`config.mk`:
```
export PLATFORM = sky130hd
export DESIGN_NAME = hold_timer
export DESIGN_NICKNAME = d
export VERILOG_FILES = /design/src/rtl/gate_sweep_checker_hold_timer.sv
export SDC_FILE = /design/constraint.sdc
export NUM_CORES = 1
export LEC_CHECK = 0
export CORE_AREA = 2 2 39 41
export DETAILED_ROUTE_END_ITERATION = 8
export DIE_AREA = 0 0 41 43
export GPL_TIMING_DRIVEN = 0
export SKIP_CTS_REPAIR_TIMING = 1
export SLEW_MARGIN = 20
export SYNTH_ARGS = -nofsm -noshare
export SYNTH_HDL_FRONTEND = slang
export SYNTH_SLANG_ARGS = --single-unit
export TNS_END_PERCENT = 100
```
`constraint.sdc`:
```
create_clock -name clk -period 1.5 [get_ports clk]
set_clock_uncertainty 0.15 [all_clocks]
set_input_delay 0.3 -clock clk [delete_from_list [all_inputs] [get_ports clk]]
set_output_delay 0.3 -clock clk [all_outputs]
set_load 0.005 [all_outputs]
```
`src/rtl/gate_sweep_checker_hold_timer.sv`:
```
// Load/expire down-counter: after load, expire pulses on the
// HOLD_CYCLES-th enabled cycle.
module hold_timer #(
  parameter int HOLD_CYCLES = 10
) (
  input  logic clk,
  input  logic rst_n,
  input  logic load,
  input  logic en,
  output logic expire
);

  localparam int W = $clog2(HOLD_CYCLES + 1);
  localparam logic [W-1:0] INIT = W'(HOLD_CYCLES);

  logic [W-1:0] count;

  always_ff @(posedge clk or negedge rst_n) begin
    if (!rst_n) begin
      count <= '0;
    end else if (load) begin
      count <= INIT;
    end else if (en && count != '0) begin
      count <= count - W'(1);
    end
  end

  assign expire = en && (count == W'(1));

endmodule

```
# ---- Yosys cells after proc, flatten, opt, wreduce, memory -nomap -nowiden
# Index checks and enable logic that the tools add are counted.
dict set report word_totals {
  elab_cells 9
  out_inout_bits 1
  register_bits 4
}
dict set report op_classes {
  eq_ne 1
  reduce_logical 4
  add_sub_neg 1
  mux 2
}
# op count
set ops {}
lappend ops {{2-to-1 mux 4 bit} 2}
lappend ops {{== test 4 x 1 -> 1 bit (second input constant)} 1}
lappend ops {{nonzero test 4 bit} 1}
lappend ops {{subtractor 4 x 1 -> 4 bit (second input constant)} 1}
lappend ops {{logical AND 1 bit} 2}
lappend ops {{nonzero test 2 bit} 1}

# ---- Depth between registers and ports, before layout
# Gate-level depths: netlist (run 1).
dict set report logic_depth {
  ltp_word 4
  depth_mapped 5
  ltp_nobuf 5
}

# ---- Worst setup path before layout (run 1)
# No wires, ideal clock.
dict set report synth_timing {
  path_type {register -> register}
  from {reg count[0]}
  to {reg count[0]}
  path_slack_ns -0.094
  period_less_slack_ns 1.594
  required_ns 1.225
  t_arrival_ns 1.319
  path_stages_with_launch 6
  cell_sequence {dfrtp_1 inv_1 ha_1 nor3b_1 or2b_1 mux2_2}
}
dict set report synth_between {
  elab_chain_len 3
  word_cells_on_any_way 6
}
# element line
set synth_lines {}
lappend synth_lines {{start, declared} 16} ;# logic [W-1:0] count;
lappend synth_lines {{start signal, assigned} 24} ;# count <= count - W'(1);
lappend synth_lines {{subtractor 4 x 1 -> 4 bit or nonzero test 4 bit (tied branches)} {24, 23}}
lappend synth_lines {{2-to-1 mux 4 bit or logical AND 1 bit (tied branches)} 23} ;# end else if (en && count != '0) begin
lappend synth_lines {{2-to-1 mux 4 bit or nonzero test 2 bit (tied branches)} --}
# Parallel ways exist; a longest one is shown, timed or not. The select of a mux whose other input is x is not followed.
# A chain may end at the register's enable or synchronous reset.

# ---- Worst setup path in the final report (run 1)
# Same ends and word-level chain as after synthesis.

==> key figures, run 1 <==
Status
  – Outcome: complete, but fails checks
  – Failing checks: setup timing

Pwr
  – Tot Pwr: 0.325 mW
  – Static Leak: 0.164 nW
  – Pwr/cell area: 838 nW/um^2
  – Worst ir drop on vdd: 0.315 mV

GRT
  – Vias in the first global route: 175
  – Busiest grt layer: met4
  – First-pass GRT wire length: 662 um
  – Initial antenna violation count: 0
  – Met1 GRT Util: 0.0784
  – GR Util met3: 0.0157
  – Largest net degree at the start of global routing: 7
  – Total GRT Usage: 0.0605
  – Total congestion overflow: 0
  – Met2 Track Usage GR: 0.0656

Place
  – Pre-CTS WS: -0.525 ns
  – RePlAce Congestion: 0.657
  – DP Area: 312 um^2
  – PortBufs: 4
  – HPWL after DPL: 322 um
  – Placed Cells: 43

Setup path
  – CP Launch Type: flip-flop
  – CP Data Arrival Time: 1.56 ns
  – CP endpoint kind: flip-flop
  – Internal reg-to-reg setup slack: -0.11 ns
  – Worst path required time: 1.46 ns
  – Type of the worst setup path: flip-flop to flip-flop
  – Crit path max fanout: 4
  – Slowest-stage cell, CP: dfrtp_2
  – RR Startpoint: count[0]
  – Critical path cell sequence: inv_2, ha_4, nor3b_4, or2b_1, mux2_4
  – R2R Path End: count[0]
  – Max incr delay on CP: 0.41 ns
  – Cells on worst reg2reg path: 5

Yosys
  – Post-synthesis net count: 29
  – Post-Syn Area per Cell: 10.6 um^2
  – Register area share after synthesis: 0.410
  – Syn Inst Count: 23
  – YS warnings: 0
  – #FFs+latches synth: 4
  – Unique masters post-synth: 14
  – Mapped cell area: 244 um^2

Clock tree
  – Clk slew on worst S/H paths: 0.03 ns
  – Root buffer cell: clkbuf_4
  – Worst-Skew Late Latency: 0.23 ns
  – Sink Count: 4
  – Clock Tree Buf Depth: 2
  – CTS tree: yes
  – Inserted Clock Buffers: 3
  – H-tree lvl count: 1

Timing
  – Max-slew violation count: 0
  – Number of endpoints with negative hold slack in the final report: 0
  – Measured slew at the worst slew-check pin: 0.210 ns
  – Max Fclk: 0.622 GHz
  – Worst relative slew slack: 0.860
  – Period utilisation layout: 1.07
  – Hold_ws: 0.121 ns
  – Final setup fails: 4
  – Tmin final: 1.61 ns
  – Post-layout worst setup margin: -0.109 ns
  – Unrepaired setup endpoints after global routing: yes

Floorplan
  – I/O pin count: 5
  – Full die area: 1760 um^2
  – FP Rows: 14
  – Die X: 41 um
  – Starting Density: 0.176
  – Area of the core: 1380 um^2
  – Die height: 43 um

Layout
  – Share of cells above drive strength 1: 0.485
  – Number of fill cells in the layout: 149
  – Max FFs per register: 4
  – Final net count: 41
  – P&R area growth vs syn: 59.0%
  – Biggest register: count
  – Final Cell Area: 388 um^2
  – Fin cells: 49
  – Antenna cell count: 0
  – Biggest regs: count: 4 flops

Detailed routing
  – DRT antenna net count: 0
  – Initial drt markers: 4
  – 1st-pass router iterations: 2
  – DRC violations left: 0
  – Vias: 198
  – WL/cell: 9.51 um
  – Via density: 4.04
  – Final WL: 466 um

Worst hold path
  – Hold Path Class: input port to async pin

Flow run
  – Max Cap Violations: 0
-- synth_stat cells --
master / instances / area [um^2]
nor3b_1: 2 / 15.0
nor2_1: 2 / 7.51
and4bb_2: 1 / 12.5
dfrtp_1: 4 / 100
a211o_1: 2 / 17.5
a21oi_1: 1 / 5.00
mux2_2: 1 / 11.3
or4b_4: 1 / 13.8
nor3_1: 1 / 5.00
ha_1: 2 / 25.0
nand4b_1: 1 / 8.76
nand2_1: 2 / 7.51
inv_1: 2 / 7.51
or2b_1: 1 / 7.51
-- worst max path at each step --
stage	start	end	slack (ns)
2_1_floorplan	count[0]	count[0]	-0.03
6_report	count[0]	count[0]	-0.11
3_3_place_gp	en	expire	-0.54
5_1_grt	count[1]	expire	-0.15
3_5_place_dp	en	expire	-0.53
4_1_cts	en	expire	-0.53
-- where the power goes --
part / total (mW) / switching [mW] / internal (mW)
clock network: 0.126 / 0.0373 / 0.0890
logic: 0.0669 / 0.0263 / 0.0405
registers: 0.132 / 0.0135 / 0.118
total: 0.325 / 0.0772 / 0.248
-- placed cells by master (no fill, tap or decap), types with 2 or more instances in the layout --
cell / Yosys / routed
nand2_1: 2 / 2
nor2_1: 2 / 2
dfrtp_1: 4 / 3
clkbuf_4: 0 / 3
clkdlybuf4s50_1: 0 / 2
ha_4: 0 / 2
buf_4: 0 / 3
a211o_1: 2 / 2
inv_2: 0 / 2
-- critical path: cells and delay by family (launching register included) --
family                   cells  cell delay, ns
multiplexers                 1            0.30
buffers and inverters        1            0.07
flip-flops                   1            0.41
adder cells (fa/ha/maj)      1            0.16
AND/OR/NAND/NOR              2            0.39
-- stage by stage --
stage	utilization	TNS (ns)
6_report	0.280	-0.350
3_3_place_gp	0.225	-1.30
2_1_floorplan	-	-0.0282
5_1_grt	0.280	-0.532
4_1_cts	0.241	-0.923
3_5_place_dp	0.225	-1.26
-- cell type report --
| class | count | area, um^2 | area share |
|---|---|---|---|
| Multi-Input combinational cell | 17 | 176 | 0.455 |
| Inverter | 2 | 7.51 | 0.0194 |
| Sequential cell | 4 | 101 | 0.261 |
| Tap cell | 16 | 20.0 | 0.0516 |
| Clock buffer | 3 | 22.5 | 0.0581 |
| Timing Repair Buffer | 7 | 60.1 | 0.155 |
-- kinds of logic (layout without fill, tap and decap cells) --
family / after synthesis / after routing / share of synthesized area
and+or+nand+nor: 11 / 11 / 0.318
DFF: 4 / 4 / 0.410
AOI/OAI and AO/OA: 3 / 3 / 0.0923
adders and majority gates: 2 / 2 / 0.103
buffers and inverters: 2 / 12 / 0.0308
muxes: 1 / 1 / 0.0462
-- routing by layer --
layer / routed length, um / part of all wire / vias up
met2: 219 / 0.47 / 4
met5: 0 / 0 / -
met1: 220 / 0.47 / 91
li1: - / - / 103
met3: 25 / 0.054 / 0
met4: 0 / 0 / 0
No activity file was read; power rests on OpenSTA's default activity.
==> run 2, diff against run 1 <==
Settings changed: SETUP_SLACK_MARGIN set to 0.3.
==> run 2 against run 1 <==
Count of clock-buffer cells in the layout stayed put; final area is 1.6% higher; non-clock buffer count stayed put; first-iteration DRC count is 100% lower; fmax is 0.18% lower; register-to-register slack hardly changed; largest power group unchanged; sequential share of layout area is 0.41 points lower; critical path type unchanged; worst setup slack worse by 0.0029 ns; via count is 4.5% higher; critical path depth stayed put; the run still ends with setup timing left; sequential cell count stayed put; combinational power is 5.4% higher.
==> key figures, run 2 (synthesis results as in run 1) <==
Pwr
  – Pwr/cell area: 833 nW/um^2
  – Tot Pwr: 0.328 mW
  – Worst ir drop on vdd: 0.305 mV
  – Static Leak: 0.165 nW

Layout
  – Antenna cell count: 0
  – Biggest register: count
  – Number of fill cells in the layout: 149
  – Share of cells above drive strength 1: 0.545
  – P&R area growth vs syn: 61.5%
  – Max FFs per register: 4
  – Final net count: 41
  – Most frequent cells in the layout: clkbuf_4 (3), dfrtp_1 (3), buf_4 (3)
  – Biggest regs: count: 4 flops

Worst hold path
  – Hold Path Class: input port to async pin

Timing
  – Unrepaired setup endpoints after global routing: yes
  – Max-slew violation count: 0
  – Period utilisation layout: 1.07
  – Setup TNS: -0.324 ns
  – Post-layout worst setup margin: -0.112 ns
  – Measured slew at the worst slew-check pin: 0.221 ns
  – Number of endpoints with negative hold slack in the final report: 0
  – Max Fclk: 0.621 GHz
  – Worst relative slew slack: 0.853
  – Final setup fails: 4
  – Tmin final: 1.61 ns

Floorplan
  – Die X: 41 um
  – I/O pin count: 5
  – Area of the core: 1380 um^2
  – Starting Density: 0.176
  – FP Rows: 14
  – Full die area: 1760 um^2
  – Die height: 43 um

Setup path
  – Type of the worst setup path: flip-flop to flip-flop
  – Max incr delay on CP: 0.41 ns
  – Worst path required time: 1.46 ns
  – Critical path cell sequence: inv_2, ha_4, nor3b_4, or2b_1, mux2_4
  – CP bufs+invs: 1
  – CP Data Arrival Time: 1.57 ns
  – Slowest-stage cell, CP: dfrtp_2
  – CP Launch Type: flip-flop
  – Top cell family by delay on the critical path: flip-flops
  – Crit path max fanout: 4
  – CP endpoint kind: flip-flop

GRT
  – Total congestion overflow: 0
  – Vias in the first global route: 182
  – Initial antenna violation count: 0
  – Largest net degree at the start of global routing: 7
  – Total GRT Usage: 0.0646
  – First-pass GRT wire length: 717 um

Detailed routing
  – Initial drt markers: 0
  – Vias: 207
  – WL/cell: 10.7 um
  – DRT antenna net count: 0
  – 1st-pass router iterations: 1
  – DRC violations left: 0
  – Final WL: 524 um
  – Via density: 4.22

Status
  – Outcome: complete, but fails checks
  – Failing checks: setup timing

Clock tree
  – Inserted Clock Buffers: 3
  – Clock Tree Buf Depth: 2
  – Sink Count: 4
  – Worst-Skew Late Latency: 0.23 ns
  – H-tree lvl count: 1
  – CTS tree: yes
  – Root buffer cell: clkbuf_4
  – Clk slew on worst S/H paths: 0.03 ns

Place
  – RePlAce Congestion: 0.650
  – PortBufs: 4
  – HPWL after DPL: 325 um

Flow run
  – Max Cap Violations: 0
run 2: cell counts in the layout (fill, tap and decap cells not counted):
Identical to the previous run, type by type.
run 2: report_power, final:
group          leakage, nW  internal, mW  switching (mW)
combinational        0.106        0.0415          0.0290
clock               0.0138        0.0890          0.0372
sequential          0.0448         0.118          0.0136
total                0.165         0.249          0.0798
run 2: layout make-up:
class	count	area [um^2]	share of cell area
tap	16	20.0	0.0508
inverter	2	7.51	0.0190
timing repair buffer	7	60.1	0.152
sequential	4	101	0.257
clock buffer	3	22.5	0.0571
multi-input combinational	17	183	0.463
run 2: worst paths after layout:
| path | startpoint | endpoint | slack, ns | depth (start not counted) |
|---|---|---|---|---|
| hold / removal | rst_n | count[2] | 0.12 | 1 |
| max in group asynchronous | rst_n | count[0] | 0.90 | 1 |
| setup / recovery | count[0] | count[0] | -0.11 | 5 |
| min in group clk | en | count[2] | 0.34 | 4 |
| hold reg to reg | count[1] | count[1] | 0.38 | 1 |
| setup reg to reg | count[0] | count[0] | -0.11 | 5 |
run 2: through the flow:
stage,std cells,util,area (um^2),setup WS [ns],hold slack [ns]
detailed placement,43,0.225,312,-0.529,0.359
CTS,46,0.241,334,-0.534,0.119
global route,49,0.285,394,-0.162,0.121
global placement,43,0.225,312,-0.543,0.360
finish,49,0.285,394,-0.112,0.121
floorplan,23,-,251,-0.0282,-0.146
run 2: worst register-to-register path, stage by stage (launching register included):
cell,delay (ns)
dfrtp_2,0.41
inv_2,0.07
ha_4,0.16
nor3b_4,0.15
or2b_1,0.25
mux2_4,0.30
run 2: per-layer routing:
layer | wire (um) | track usage | up-vias
met4 | 0 | 0.0800 | 0
met5 | 0 | 0 | -
met3 | 28 | 0.0157 | 0
met2 | 266 | 0.0656 | 4
met1 | 229 | 0.0915 | 99
li1 | - | - | 104
